$ cat src/rtl/result_display_8bit_pkg.sv
// Shared definitions for the result display block.
//   - FSM state encoding (IDLE, CONVERT, LOAD)
//   - active-low seven-segment patterns {g,f,e,d,c,b,a}: digits, blank, minus
//   - default scan refresh width
package result_display_8bit_pkg;

  localparam int REFRESH_BITS_DEF = 16;

  typedef enum logic [1:0] {
    IDLE    = 2'd0,
    CONVERT = 2'd1,
    LOAD    = 2'd2
  } state_t;

  localparam logic [6:0] SEG_BLANK = 7'b1111111;
  localparam logic [6:0] SEG_MINUS = 7'b0111111;

  function automatic logic [6:0] seg_digit(input logic [3:0] d);
    case (d)
      4'd0:    seg_digit = 7'b1000000;
      4'd1:    seg_digit = 7'b1111001;
      4'd2:    seg_digit = 7'b0100100;
      4'd3:    seg_digit = 7'b0110000;
      4'd4:    seg_digit = 7'b0011001;
      4'd5:    seg_digit = 7'b0010010;
      4'd6:    seg_digit = 7'b0000010;
      4'd7:    seg_digit = 7'b1111000;
      4'd8:    seg_digit = 7'b0000000;
      4'd9:    seg_digit = 7'b0010000;
      default: seg_digit = SEG_BLANK;
    endcase
  endfunction

endpackage

$ cat src/rtl/result_display_8bit_bin2bcd.sv
// bin2bcd_8bit: sequential double-dabble, one shift per cycle.
// Ports:
//   clk, reset       clock / async active-high reset (abandons a conversion)
//   start            load bin and begin; 8 shifts follow on the next 8 edges
//   bin[7:0]         unsigned binary input
//   done             high during the cycle that performs the final shift;
//                    hund/tens/units are valid from the following cycle
//   hund,tens,units  BCD result nibbles
module bin2bcd_8bit (
  input  logic       clk,
  input  logic       reset,
  input  logic       start,
  input  logic [7:0] bin,
  output logic       done,
  output logic [3:0] hund,
  output logic [3:0] tens,
  output logic [3:0] units
);

  // {hund, tens, units, binary remainder}
  logic [19:0] sh;
  logic [19:0] adj;
  logic [2:0]  cnt;
  logic        run;

  // add-3 correction on every BCD nibble that would overflow when doubled
  always_comb begin
    adj = sh;
    if (sh[11:8]  >= 4'd5) adj[11:8]  = sh[11:8]  + 4'd3;
    if (sh[15:12] >= 4'd5) adj[15:12] = sh[15:12] + 4'd3;
    if (sh[19:16] >= 4'd5) adj[19:16] = sh[19:16] + 4'd3;
  end

  always_ff @(posedge clk or posedge reset) begin
    if (reset) begin
      sh  <= '0;
      cnt <= '0;
      run <= 1'b0;
    end else if (start) begin
      sh  <= {12'd0, bin};
      cnt <= '0;
      run <= 1'b1;
    end else if (run) begin
      sh  <= {adj[18:0], 1'b0};
      cnt <= cnt + 3'd1;
      if (cnt == 3'd7) run <= 1'b0;
    end
  end

  assign done  = run && (cnt == 3'd7);
  assign hund  = sh[19:16];
  assign tens  = sh[15:12];
  assign units = sh[11:8];

endmodule

$ cat src/rtl/result_display_8bit.sv
// result_display_8bit: latches calculator results, converts them to BCD and
// scans them onto a 4-digit active-low seven-segment display.
// Ports:
//   clk, reset   clock / async active-high reset
//   result[7:0]  value to display, valid when ready=1
//   ready        sample strobe; samples queue one-deep, newest wins
//   seg[6:0]     registered active-low segments {g,f,e,d,c,b,a}
//   an[3:0]      registered active-low anodes, an[0] = rightmost digit
//   busy         high while a conversion or display load is in flight
// Build option: define SIGNED_DISPLAY_EN to show result as two's complement
// with a minus sign on digit 3; otherwise unsigned 0..255, digit 3 blank.
module result_display_8bit
  import result_display_8bit_pkg::*;
#(
  parameter int REFRESH_BITS = REFRESH_BITS_DEF
) (
  input  logic       clk,
  input  logic       reset,
  input  logic [7:0] result,
  input  logic       ready,
  output logic [6:0] seg,
  output logic [3:0] an,
  output logic       busy
);

  localparam logic [REFRESH_BITS-1:0] SCNT_ONE = 1;

  state_t      state;
  logic        pend;
  logic [7:0]  pend_val;
  logic        start;
  logic        is_neg;
  logic [7:0]  mag;
  logic        conv_neg;
  logic        done;
  logic [3:0]  bh, bt, bu;
  logic [3:0]  dh, dt, du;
  logic        disp_neg;
  logic [REFRESH_BITS-1:0] scnt;
  logic [1:0]  idx;
  logic [6:0]  seg_nxt;

`ifdef SIGNED_DISPLAY_EN
  // magnitude of -128 is 128, which still fits the unsigned converter
  assign is_neg = pend_val[7];
  assign mag    = is_neg ? (~pend_val + 8'd1) : pend_val;
`else
  assign is_neg = 1'b0;
  assign mag    = pend_val;
`endif

  // a queued value is consumed from IDLE, or straight out of LOAD
  assign start = pend && ((state == IDLE) || (state == LOAD));

  bin2bcd_8bit u_bcd (
    .clk   (clk),
    .reset (reset),
    .start (start),
    .bin   (mag),
    .done  (done),
    .hund  (bh),
    .tens  (bt),
    .units (bu)
  );

  always_ff @(posedge clk or posedge reset) begin
    if (reset) begin
      state    <= IDLE;
      busy     <= 1'b0;
      pend     <= 1'b0;
      pend_val <= '0;
      conv_neg <= 1'b0;
      dh       <= '0;
      dt       <= '0;
      du       <= '0;
      disp_neg <= 1'b0;
    end else begin
      // a fresh sample beats consumption so it is never lost
      if (ready) begin
        pend     <= 1'b1;
        pend_val <= result;
      end else if (start) begin
        pend     <= 1'b0;
      end
      if (start) conv_neg <= is_neg;

      case (state)
        IDLE: if (pend) begin
          state <= CONVERT;
          busy  <= 1'b1;
        end
        CONVERT: if (done) state <= LOAD;
        LOAD: begin
          // only place the visible digits change
          dh       <= bh;
          dt       <= bt;
          du       <= bu;
          disp_neg <= conv_neg;
          if (pend) begin
            state <= CONVERT;
          end else begin
            state <= IDLE;
            busy  <= 1'b0;
          end
        end
        default: begin
          state <= IDLE;
          busy  <= 1'b0;
        end
      endcase
    end
  end

  // leading-zero blanking; units always shown
  always_comb begin
    seg_nxt = SEG_BLANK;
    case (idx)
      2'd0: seg_nxt = seg_digit(du);
      2'd1: seg_nxt = (dh == 4'd0 && dt == 4'd0) ? SEG_BLANK : seg_digit(dt);
      2'd2: seg_nxt = (dh == 4'd0) ? SEG_BLANK : seg_digit(dh);
      2'd3: seg_nxt = disp_neg ? SEG_MINUS : SEG_BLANK;
      default: seg_nxt = SEG_BLANK;
    endcase
  end

  always_ff @(posedge clk or posedge reset) begin
    if (reset) begin
      scnt <= '0;
      idx  <= '0;
      an   <= 4'b1111;
      seg  <= SEG_BLANK;
    end else begin
      scnt <= scnt + SCNT_ONE;
      if (&scnt) idx <= idx + 2'd1;
      an   <= ~(4'b0001 << idx);
      seg  <= seg_nxt;
    end
  end

endmodule

$ cat config.mk
export PLATFORM = sky130hd
export DESIGN_NAME = result_display_8bit
export DESIGN_NICKNAME = d
export VERILOG_FILES = /design/src/rtl/result_display_8bit_pkg.sv /design/src/rtl/result_display_8bit_bin2bcd.sv /design/src/rtl/result_display_8bit.sv
export SDC_FILE = /design/constraint.sdc
export NUM_CORES = 1
export LEC_CHECK = 0
export CAP_MARGIN = 20
export CORE_MARGIN = 4
export CORE_UTILIZATION = 40
export CTS_CLUSTER_DIAMETER = 150
export CTS_CLUSTER_SIZE = 20
export DETAILED_ROUTE_END_ITERATION = 10
export HOLD_SLACK_MARGIN = 0.05
export SETUP_SLACK_MARGIN = 0.02
export SLEW_MARGIN = 20
export SYNTH_ARGS = -nofsm -noshare
export SYNTH_HDL_FRONTEND = slang
export SYNTH_HIERARCHICAL = 1
export SYNTH_SLANG_ARGS = --single-unit
$ cat constraint.sdc
create_clock -name clk -period 1.76 [get_ports clk]
set_input_delay 0.44 -clock clk [delete_from_list [all_inputs] [get_ports clk]]
set_output_delay 0.44 -clock clk [all_outputs]
set_load 0.02 [all_outputs]
==> impl_results.md, run 1 <==
- Skew-Pair Late Insertion Delay: 0.34 ns
- Placer Congestion: 0.830
- Via Count: 2,781
- Yosys top cell by area: dfrtp_1
- Largest net degree at the start of global routing: 54
- Maximum clock frequency: 0.595 GHz
- Non-Filler Instances: 557
- Gr ovfl total: 0
- Crit end category: flip-flop
- GRT Total Usage: 13.7%
- Main synth FF type: dfrtp_1
- DRC viols: 0
- Final Total Pwr: 6.15 mW
- Leakage: 2.14 nW
- Core Region: 9820 µm²
- Worst r2r dst: seg[3]
- CP Launch Point: idx[0]
- Area delta synth->final: 17.5%
- Max Slew Vio Count: 0
- Syn avg cell area: 10.5 µm²
- CP Cell Sequence: inv_1 > ha_1 > or2_2 > a41oi_2 > nand2_1 > a2bb2oi_1
- Post-synth EDFFs: 0
- Status: complete, no violations
- Initial Util: 41.1%
- Layout cells sized above 1: 17.7%
- Chip height: 108 µm
- CTS clk-pin slew, worst paths: 0.08 ns
- Port-buffer cells: 22
- Hold Path Class: in -> async
- R2R setup slack: 0.08 ns
- Synthesized area: 4040 µm²
- Pwr/cell area: 1300 nW/µm²
- CTS tree: built
- Post-synth cell types: 56
- Die X: 108 µm
- Number of synthesized register bits: 77
- Placement Cell Area: 4480 µm²
- TritonRoute pass-1 iters: 4
- WL final: 7.10 mm
- First-pass GRT wire length: 12.9 mm
- Clk root buf: clkbuf_8
- Req. time, crit path: 2.02 ns
- Worst VDD drop: 0.512 mV
- Number of global-route vias before repair: 2,815
- Worst R2R Path Depth: 6
- Filler cell count in the final layout: 944
- Area contributors post-synth: dfrtp_1, ha_1, dfstp_2
- Hold Buf Count CTS: 0
- FFs w/ async S/R, synth: 100%
- Crit path max fanout: 4
- Placed Cells: 541
- Syn_nets: 425
- Synthesis Warnings: 6
- Worst R2R Start: idx[0]
- Slew @ Worst Pin: 0.519 ns
- Final-stage net count: 459
- DR iter-0 viols: 103
- Critical path class: reg -> reg
- Worst setup margin: 0.0788 ns
- Worst-path cell with the longest stage delay: dfrtp_1
- Fin crit share: 95.5%
- Commonest cells post-synth: dfrtp_1, nand2_1, ha_1
- Dpl ws: 0.0425 ns
- Min Clock Period, post-route: 1.68 ns
- # rows: 36
- HPWL Detailed: 5.02 mm
- Clock Tree Buf Depth: 2
- Seq/Total Area, Yosys: 48.1%
- Final Instance Area: 4740 µm²
- CP endpoint: seg[3]
- H-tree Lvls: 3
- Slew headroom: 65.4%
- Io pins: 23
- Routed len/inst: 12.7 µm
- Num CTS Buffers: 9
- CP max stage delay: 0.42 ns
- RSZ-0062 raised after global routing: yes
- Final setup fails: 0
- Hold slack final: 0.458 ns
- Antenna cells: 0
- Setup Total Neg Slack: 0 ns
- Type of origin of the critical path: flip-flop
- Vias per std cell: 4.99
- Initial antenna violation count: 0
- Most frequent cell after synthesis: dfrtp_1
- Top-area cell type share of the netlist area: 40.9%
- Setup bufs post-CTS: 0
- Final Hold Viols: 0
- Post-layout util: 48.3%
- Final ANT Viol Nets: 0
- Worst path arrival time: 1.94 ns
- Clk sinks: 77
- Clk_skew: 0.00947 ns
- Cells after synthesis: 385
- Die area: 11,800 µm²
- Max_cap viols: 0
placed cells by master (no fill, tap or decap), drive strengths merged, types with 2 or more instances in the layout:
| cell type | instances |
|---|---|
| nor3b | 3 |
| o211ai | 3 |
| nand2b | 12 |
| or2 | 4 |
| mux2i | 13 |
| nand3b | 3 |
| a31oi | 3 |
| nand4 | 3 |
| a32oi | 4 |
| a22oi | 3 |
| nand2 | 32 |
| o311ai | 2 |
| o21a | 2 |
| a21o | 4 |
| nor3 | 2 |
| buf | 18 |
| inv | 29 |
| o21ai | 29 |
| a31o | 2 |
| dlygate4sd2 | 12 |
| and2 | 2 |
| nor2b | 5 |
| mux2 | 13 |
| nand3 | 11 |
| a2bb2oi | 2 |
| dfstp | 11 |
| o32ai | 2 |
| dfrtp | 66 |
| a21oi | 17 |
| xor2 | 4 |
| clkbuf | 13 |
| ha | 29 |
| xnor2 | 15 |
| o22ai | 5 |
| bufinv | 3 |
| clkdlybuf4s50 | 10 |
| and3 | 4 |
| nor2 | 18 |
state kept, by name (all words and copies together), names as in the netlist:
register	flops
u_bcd/sh	20
scnt	16
mag	8
seg	7
an	4
dh	4
dt	4
du	4
u_bcd/cnt	3
idx	2
state	2
busy	1
pend	1
u_bcd/run	1
how the worst min path moves through the flow:
stage,startpoint,to,slack (ns)
3_3_place_gp,scnt[5],scnt[5],0.46
2_1_floorplan,scnt[5],scnt[5],0.44
6_report,reset,mag[7],0.46
5_1_grt,reset,mag[5],0.49
3_5_place_dp,pend,pend,0.46
4_1_cts,reset,mag[2],0.48
routing by layer:
| layer | routed length [µm] | vias up | track usage, % |
|---|---|---|---|
| met3 | 305 | 19 | 4.12 |
| li1 | - | 1395 | - |
| met1 | 3290 | 1313 | 17.2 |
| met5 | 0 | - | 0 |
| met4 | 222 | 0 | 6.13 |
| met2 | 3280 | 54 | 21.6 |
critical path, delay by kind of cell, from the launching register on:
family	cells	cell delay, ns
fa+ha+maj	1	0.21
flops	1	0.42
simple gates	2	0.44
buf+inv	1	0.10
compound gates	2	0.43
layout make-up:
class                      count  area (µm²)  share of cell area, %
clock buffer                  13         169                   3.56
sequential                    77        1940                   40.9
tap                          133         166                   3.51
clock inverter                 3        90.1                   1.90
timing repair buffer          40         353                   7.44
multi-input combinational    262        1920                   40.4
inverter                      29         109                   2.29
where the power goes:
part / internal [mW] / switching (mW)
clock network: 1.06 / 0.620
registers: 2.18 / 0.369
logic: 0.920 / 1.00
total: 4.16 / 1.99
cells by family after synthesis:
| family | count (synthesis) | share of synthesized area, % |
|---|---|---|
| fa+ha+maj | 30 | 9.24 |
| buf+inv | 46 | 5.02 |
| xor+xnor | 19 | 4.12 |
| compound gates | 83 | 13.1 |
| mux | 26 | 6.94 |
| flops | 77 | 48.1 |
| simple gates | 104 | 13.5 |
what timing repair did:
item | CTS | global route
pin swaps | 0 | 1
endpoints found under the setup margin | 15 | 6
gates resized for setup | 14 | 3
Note: power is estimated with default switching activity, not from simulation.
==> run 2, diff against run 1 <==
--- a/config.mk
+++ b/config.mk
@@ -6,7 +6,7 @@
 export NUM_CORES = 1
 export LEC_CHECK = 0
 export CAP_MARGIN = 20
-export CORE_MARGIN = 4
+export CORE_MARGIN = 2
 export CORE_UTILIZATION = 40
 export CTS_CLUSTER_DIAMETER = 150
 export CTS_CLUSTER_SIZE = 20
==> impl_results.md, run 2 (synthesized netlist as in run 1, its figures left out) <==
- Vias per std cell: 5.07 (+1.5%)
- Clk root buf: clkbuf_8
- Largest net degree at the start of global routing: 38 (-30%)
- CTS tree: built
- Req. time, crit path: 1.32 ns (-0.70 ns)
- Worst path top cell family by delay: flip-flops
- Worst R2R Path Depth: 6 (unchanged)
- Skew-Pair Late Insertion Delay: 0.35 ns (about the same)
- Layout cells sized above 1: 17.1% (-0.63 points)
- Commonest non-fill, non-tap cells in the layout: dfrtp_1, nand2_1, ha_1
- Commonest non-fill, non-tap cell in the layout: dfrtp_1
- R2R setup slack: 0.14 ns (+0.06 ns)
- Hold Path Class: in -> async
- GRT Total Usage: 14.0% (+0.34 points)
- Crit end category: primary output
- # rows: 36 (unchanged)
- Initial antenna violation count: 0 (unchanged)
- Slew headroom: 71.2% (+5.8 points)
- Worst VDD drop: 0.492 mV (-4.0%)
- Port-buffer cells: 22 (unchanged)
- Worst path bufs/invs: 1 (unchanged)
- Antenna cells: 0 (unchanged)
- Slew @ Worst Pin: 0.427 ns (-0.0926 ns)
- Clk sinks: 77 (unchanged)
- Worst setup margin: 0.128 ns (+0.0491 ns)
- DRC viols: 0 (unchanged)
- TritonRoute pass-1 iters: 4 (unchanged)
- Clk_skew: 0.0101 ns (+0.000663 ns)
- Min Clock Period, post-route: 1.63 ns (-0.0491 ns)
- Number of global-route vias before repair: 2,738 (-2.7%)
- Critical path class: reg -> out
- WL final: 7.11 mm (+0.11%)
- Leakage: 2.08 nW (-2.9%)
- CP Cell Sequence: dlygate4sd2_1
- Area delta synth->final: 15.0%
- Placer Congestion: 0.832 (+0.19%)
- Status: complete, no violations
- Worst-path cell with the longest stage delay: dfstp_2
- Setup Total Neg Slack: 0 ns (unchanged)
- Via Count: 2,813 (+1.2%)
- Dpl ws: 0.0438 ns (+0.00127 ns)
- Final setup fails: 0 (unchanged)
- Fin crit share: 92.7% (-2.8 points)
- H-tree Lvls: 3 (unchanged)
- Io pins: 23 (unchanged)
- Initial Util: 41.3% (+0.19 points)
- RSZ-0062 raised after global routing: no
- CTS clk-pin slew, worst paths: 0.09 ns (about the same)
- CP max stage delay: 0.52 ns (+0.10 ns)
- Core Region: 9770 µm² (-0.46%)
- Largest register FFs: 20 (unchanged)
- Die area: 10,900 µm² (-7.2%)
- Chip height: 104 µm (-3.7%)
- Clock Tree Buf Depth: 2 (unchanged)
- Die X: 104 µm (-3.7%)
- Gr ovfl total: 0 (unchanged)
- Routed len/inst: 12.8 µm (+0.47%)
- Reg with most FFs: u_bcd/sh
- Crit path max fanout: 1 (-3)
- Max_cap viols: 0 (unchanged)
- Levels on crit path: 1 (-5)
- Final-stage net count: 457 (-0.44%)
- Final ANT Viol Nets: 0 (unchanged)
- Num CTS Buffers: 9 (unchanged)
- Post-layout util: 47.5% (-0.81 points)
- Type of origin of the critical path: flip-flop
- Maximum clock frequency: 0.613 GHz (+3.0%)
- HPWL Detailed: 5.16 mm (+2.8%)
- Final Hold Viols: 0 (unchanged)
- Pwr/cell area: 1220 nW/µm² (-5.9%)
- Max Slew Vio Count: 0 (unchanged)
- Hold slack final: 0.360 ns (-0.0988 ns)
- Worst path arrival time: 1.19 ns (-0.75 ns)
- DR iter-0 viols: 153 (+49%)
- First-pass GRT wire length: 12.5 mm (-3.0%)
-- run 2: cell types whose count changed in the layout (fill, tap and decap cells not counted), sizes merged --
| cell | before | now |
|---|---|---|
| clkinv | 0 | 1 |
| inv | 29 | 32 |
| bufinv | 3 | 0 |
| clkinvlp | 0 | 3 |
| clkbuf | 13 | 9 |
| buf | 18 | 16 |
-- run 2: final timing paths --
check	from	end
hold reg to reg	u_bcd/sh[17]	dh[1]
setup reg to reg	idx[0]	seg[3]
hold / removal	reset	scnt[5]
min in group clk	u_bcd/sh[17]	dh[1]
max in group asynchronous	reset	seg[6]
setup / recovery	seg[3]	seg[3]
-- run 2: stage by stage --
step                total power, mW  cell area, µm²  std cells
global placement               4.43            4460        538
global route                   6.14            4640        555
detailed placement             4.49            4460        538
CTS                            5.72            4620        554
finish                         5.66            4640        555
floorplan                      3.99            4040        385
-- run 2: routing by layer --
layer	global-route usage (%)	wire length, µm	vias to the layer above
met3	2.51	263	17
li1	-	-	1389
met2	22.4	3290	64
met1	18.3	3380	1343
met5	0	0	-
met4	6.95	174	0
-- run 2: cell type report --
class | count | area [µm²]
clock buffer | 9 | 124
clock inverter | 7 | 57.6
fill | 933 | 5130
inverter | 29 | 109
multi-input combinational | 262 | 1910
sequential | 77 | 1940
tap | 133 | 166
timing repair buffer | 38 | 338
-- run 2: power by group --
part	switching, mW	leakage [nW]	internal, mW	total [mW]
clock	0.707	0.0829	0.528	1.24
sequential	0.363	0.965	2.17	2.54
combinational	1.02	1.03	0.869	1.89
total	2.09	2.08	3.57	5.66
-- run 2: worst reg2reg max path, cell delays in order, from the launching register on --
cell	delay [ns]
dfrtp_1	0.41
inv_1	0.10
ha_1	0.21
or2_2	0.32
a41oi_2	0.25
nand2_1	0.11
a2bb2oi_1	0.16
-- run 2: what timing repair did --
action	in CTS	in global routing
endpoints found under the setup margin	12	5
hold buffers	0	0
setup buffers	0	1
gates resized for setup	12	2
==> run 3, diff against run 2 <==
--- a/config.mk
+++ b/config.mk
@@ -7,11 +7,12 @@
 export LEC_CHECK = 0
 export CAP_MARGIN = 20
 export CORE_MARGIN = 2
-export CORE_UTILIZATION = 40
+export CORE_UTILIZATION = 30
 export CTS_CLUSTER_DIAMETER = 150
 export CTS_CLUSTER_SIZE = 20
 export DETAILED_ROUTE_END_ITERATION = 10
 export HOLD_SLACK_MARGIN = 0.05
+export PLACE_DENSITY = 0.53
 export SETUP_SLACK_MARGIN = 0.02
 export SLEW_MARGIN = 20
 export SYNTH_ARGS = -nofsm -noshare
==> impl_results.md, run 3 (synthesized netlist as in run 1, its figures left out) <==
- Num CTS Buffers: 9 (unchanged)
- Number of global-route vias before repair: 2,816 (+2.8%)
- CP max stage delay: 0.37 ns (-0.15 ns)
- Die X: 120 µm (+15%)
- Leakage: 2.16 nW (+4.0%)
- Worst VDD drop: 0.700 mV (+42%)
- Commonest non-fill, non-tap cells in the layout: dfrtp_1, nand2_1, ha_1
- HPWL Detailed: 5.21 mm (+0.93%)
- Clock Tree Buf Depth: 2 (unchanged)
- Fin crit share: 92.5% (-0.19 points)
- Die area: 14,400 µm² (+32%)
- Placed Cells: 581 (+8.0%)
- Clk sinks: 77 (unchanged)
- Crit path max fanout: 5 (+4)
- GRT Total Usage: 11.4% (-2.6 points)
- Req. time, crit path: 2.01 ns (+0.69 ns)
- Pwr/cell area: 1360 nW/µm² (+11%)
- Setup bufs post-CTS: 0 (unchanged)
- Io pins: 23 (unchanged)
- WL final: 7.41 mm (+4.3%)
- First-pass GRT wire length: 13.2 mm (+5.5%)
- Maximum clock frequency: 0.614 GHz (+0.20%)
- CTS tree: built
- Final Hold Viols: 0 (unchanged)
- Logic pwr share: 29.7% (-3.6 points)
- Worst path top cell family by delay: simple AND/OR/NAND/NOR gates
- CP Cell Sequence: inv_1 > ha_1 > nor3b_4 > and3_1 > o21ai_0 > a32oi_1
- Setup Total Neg Slack: 0 ns (unchanged)
- Clk root buf: clkbuf_16
- Crit end category: flip-flop
- CTS clk-pin slew, worst paths: 0.06 ns (-0.03 ns)
- Placer Congestion: 0.848 (+1.9%)
- Port-buffer cells: 22 (unchanged)
- Reg with most FFs: u_bcd/sh
- Chip height: 120 µm (+15%)
- Register share of total power: 38.2% (-6.6 points)
- Hold Path Class: reg -> reg
- Non-Filler Instances: 597 (+7.6%)
- Psw: 2.14 mW (+2.3%)
- Max_cap viols: 0 (unchanged)
- Critical path class: reg -> reg
- # rows: 42 (+17%)
- Worst path bufs/invs: 1 (unchanged)
- Internal: 4.49 mW (+26%)
- Final-stage net count: 456 (-0.22%)
- Initial antenna violation count: 0 (unchanged)
- Worst R2R Path Depth: 6 (unchanged)
- Levels on crit path: 6 (+5)
- Type of origin of the critical path: flip-flop
- Via Count: 2,747 (-2.3%)
- Slew @ Worst Pin: 0.382 ns (-0.0447 ns)
- Commonest non-fill, non-tap cell in the layout: dfrtp_1
- Core Region: 13,200 µm² (+35%)
- Area delta synth->final: 20.8%
- Worst-path cell with the longest stage delay: dfrtp_1
- Largest register FFs: 20 (unchanged)
- Final ANT Viol Nets: 0 (unchanged)
- Routed len/inst: 12.4 µm (-3.0%)
- Gr ovfl total: 0 (unchanged)
- DR iter-0 viols: 188 (+23%)
- Sw Share: 32.3% (-4.6 points)
- TritonRoute pass-1 iters: 5 (+1)
- Hold slack final: 0.471 ns (+0.112 ns)
- Status: complete, no violations
- Initial Util: 30.6% (-11 points)
- Slew headroom: 74.4% (+3.3 points)
- Layout cells sized above 1: 16.9% (-0.20 points)
- Final setup fails: 0 (unchanged)
- Hold path depth: 1
- H-tree Lvls: 3 (unchanged)
- Worst path arrival time: 1.87 ns (+0.68 ns)
- Hold Buf Count CTS: 0 (unchanged)
- Min Clock Period, post-route: 1.63 ns (-0.00332 ns)
- Antenna cells: 0 (unchanged)
- Clock power frac: 32.1% (+10 points)
- DRC viols: 0 (unchanged)
- Max Slew Vio Count: 0 (unchanged)
- Clk_skew: 0.00479 ns (-0.00534 ns)
- Vias per std cell: 4.60 (-9.2%)
- Skew-Pair Late Insertion Delay: 0.33 ns (-0.02 ns)
- Largest net degree at the start of global routing: 54 (+42%)
-- run 3: worst register-to-register path, cell delays in order, from the launching register on --
cell and delay (ns):
dfrtp_1 0.37, inv_1 0.13, ha_1 0.21, nor3b_4 0.28, and3_1 0.21, o21ai_0 0.11
a32oi_1 0.23
-- run 3: stage by stage --
step | total power, mW | cell area (µm²) | utilization, % | setup slack (ns)
after floorplan | 3.99 | 4040 | - | 0.0520
final | 6.62 | 4870 | 37.0 | 0.131
after detailed placement | 4.54 | 4510 | 34.2 | 0.0677
after global routing | 7.09 | 4870 | 37.0 | -0.00786
after CTS | 6.69 | 4840 | 36.7 | 0.0444
after global placement | 4.48 | 4510 | 34.2 | 0.131
-- run 3: worst paths after layout --
path                            slack, ns      end  start
max in group asynchronous            0.96   seg[0]  reset
worst min-delay path                 0.47     pend   pend
worst max-delay path                 0.13   seg[2]  dh[1]
worst min register to register       0.47     pend   pend
min in group asynchronous            0.50  scnt[1]  reset
worst max register to register       0.13   seg[2]  dh[1]
-- run 3: layout make-up --
type                       instances  area (µm²)
sequential                        77        1940
inverter                          29         109
fill                            1322        8320
tap                              176         220
timing repair buffer              37         330
multi-input combinational        262        1930
clock inverter                     6         110
clock buffer                      10         239
-- run 3: what timing repair did --
| item | 4_1_cts | 5_1_grt |
|---|---|---|
| setup endpoints to repair | 12 | 7 |
| pin swaps | 0 | 0 |
| gates resized for setup | 12 | 5 |
-- run 3: power groups by stage --
stage / Combinational [mW] / Sequential (mW) / Clock (mW)
finish: 1.96 / 2.53 / 2.13
floorplan: 1.49 / 2.50 / 0
global placement: 1.94 / 2.55 / 0
detailed placement: 1.98 / 2.57 / 0
CTS: 1.96 / 2.54 / 2.20
global route: 2.21 / 2.61 / 2.28
-- run 3: routing by layer --
metal / global-route usage [%] / wire length [µm] / up-vias
met3: 3.23 / 305 / 9
met5: 0 / 0 / -
li1: - / - / 1386
met2: 19.1 / 3630 / 47
met1: 14.0 / 3390 / 1305
met4: 4.19 / 96 / 0
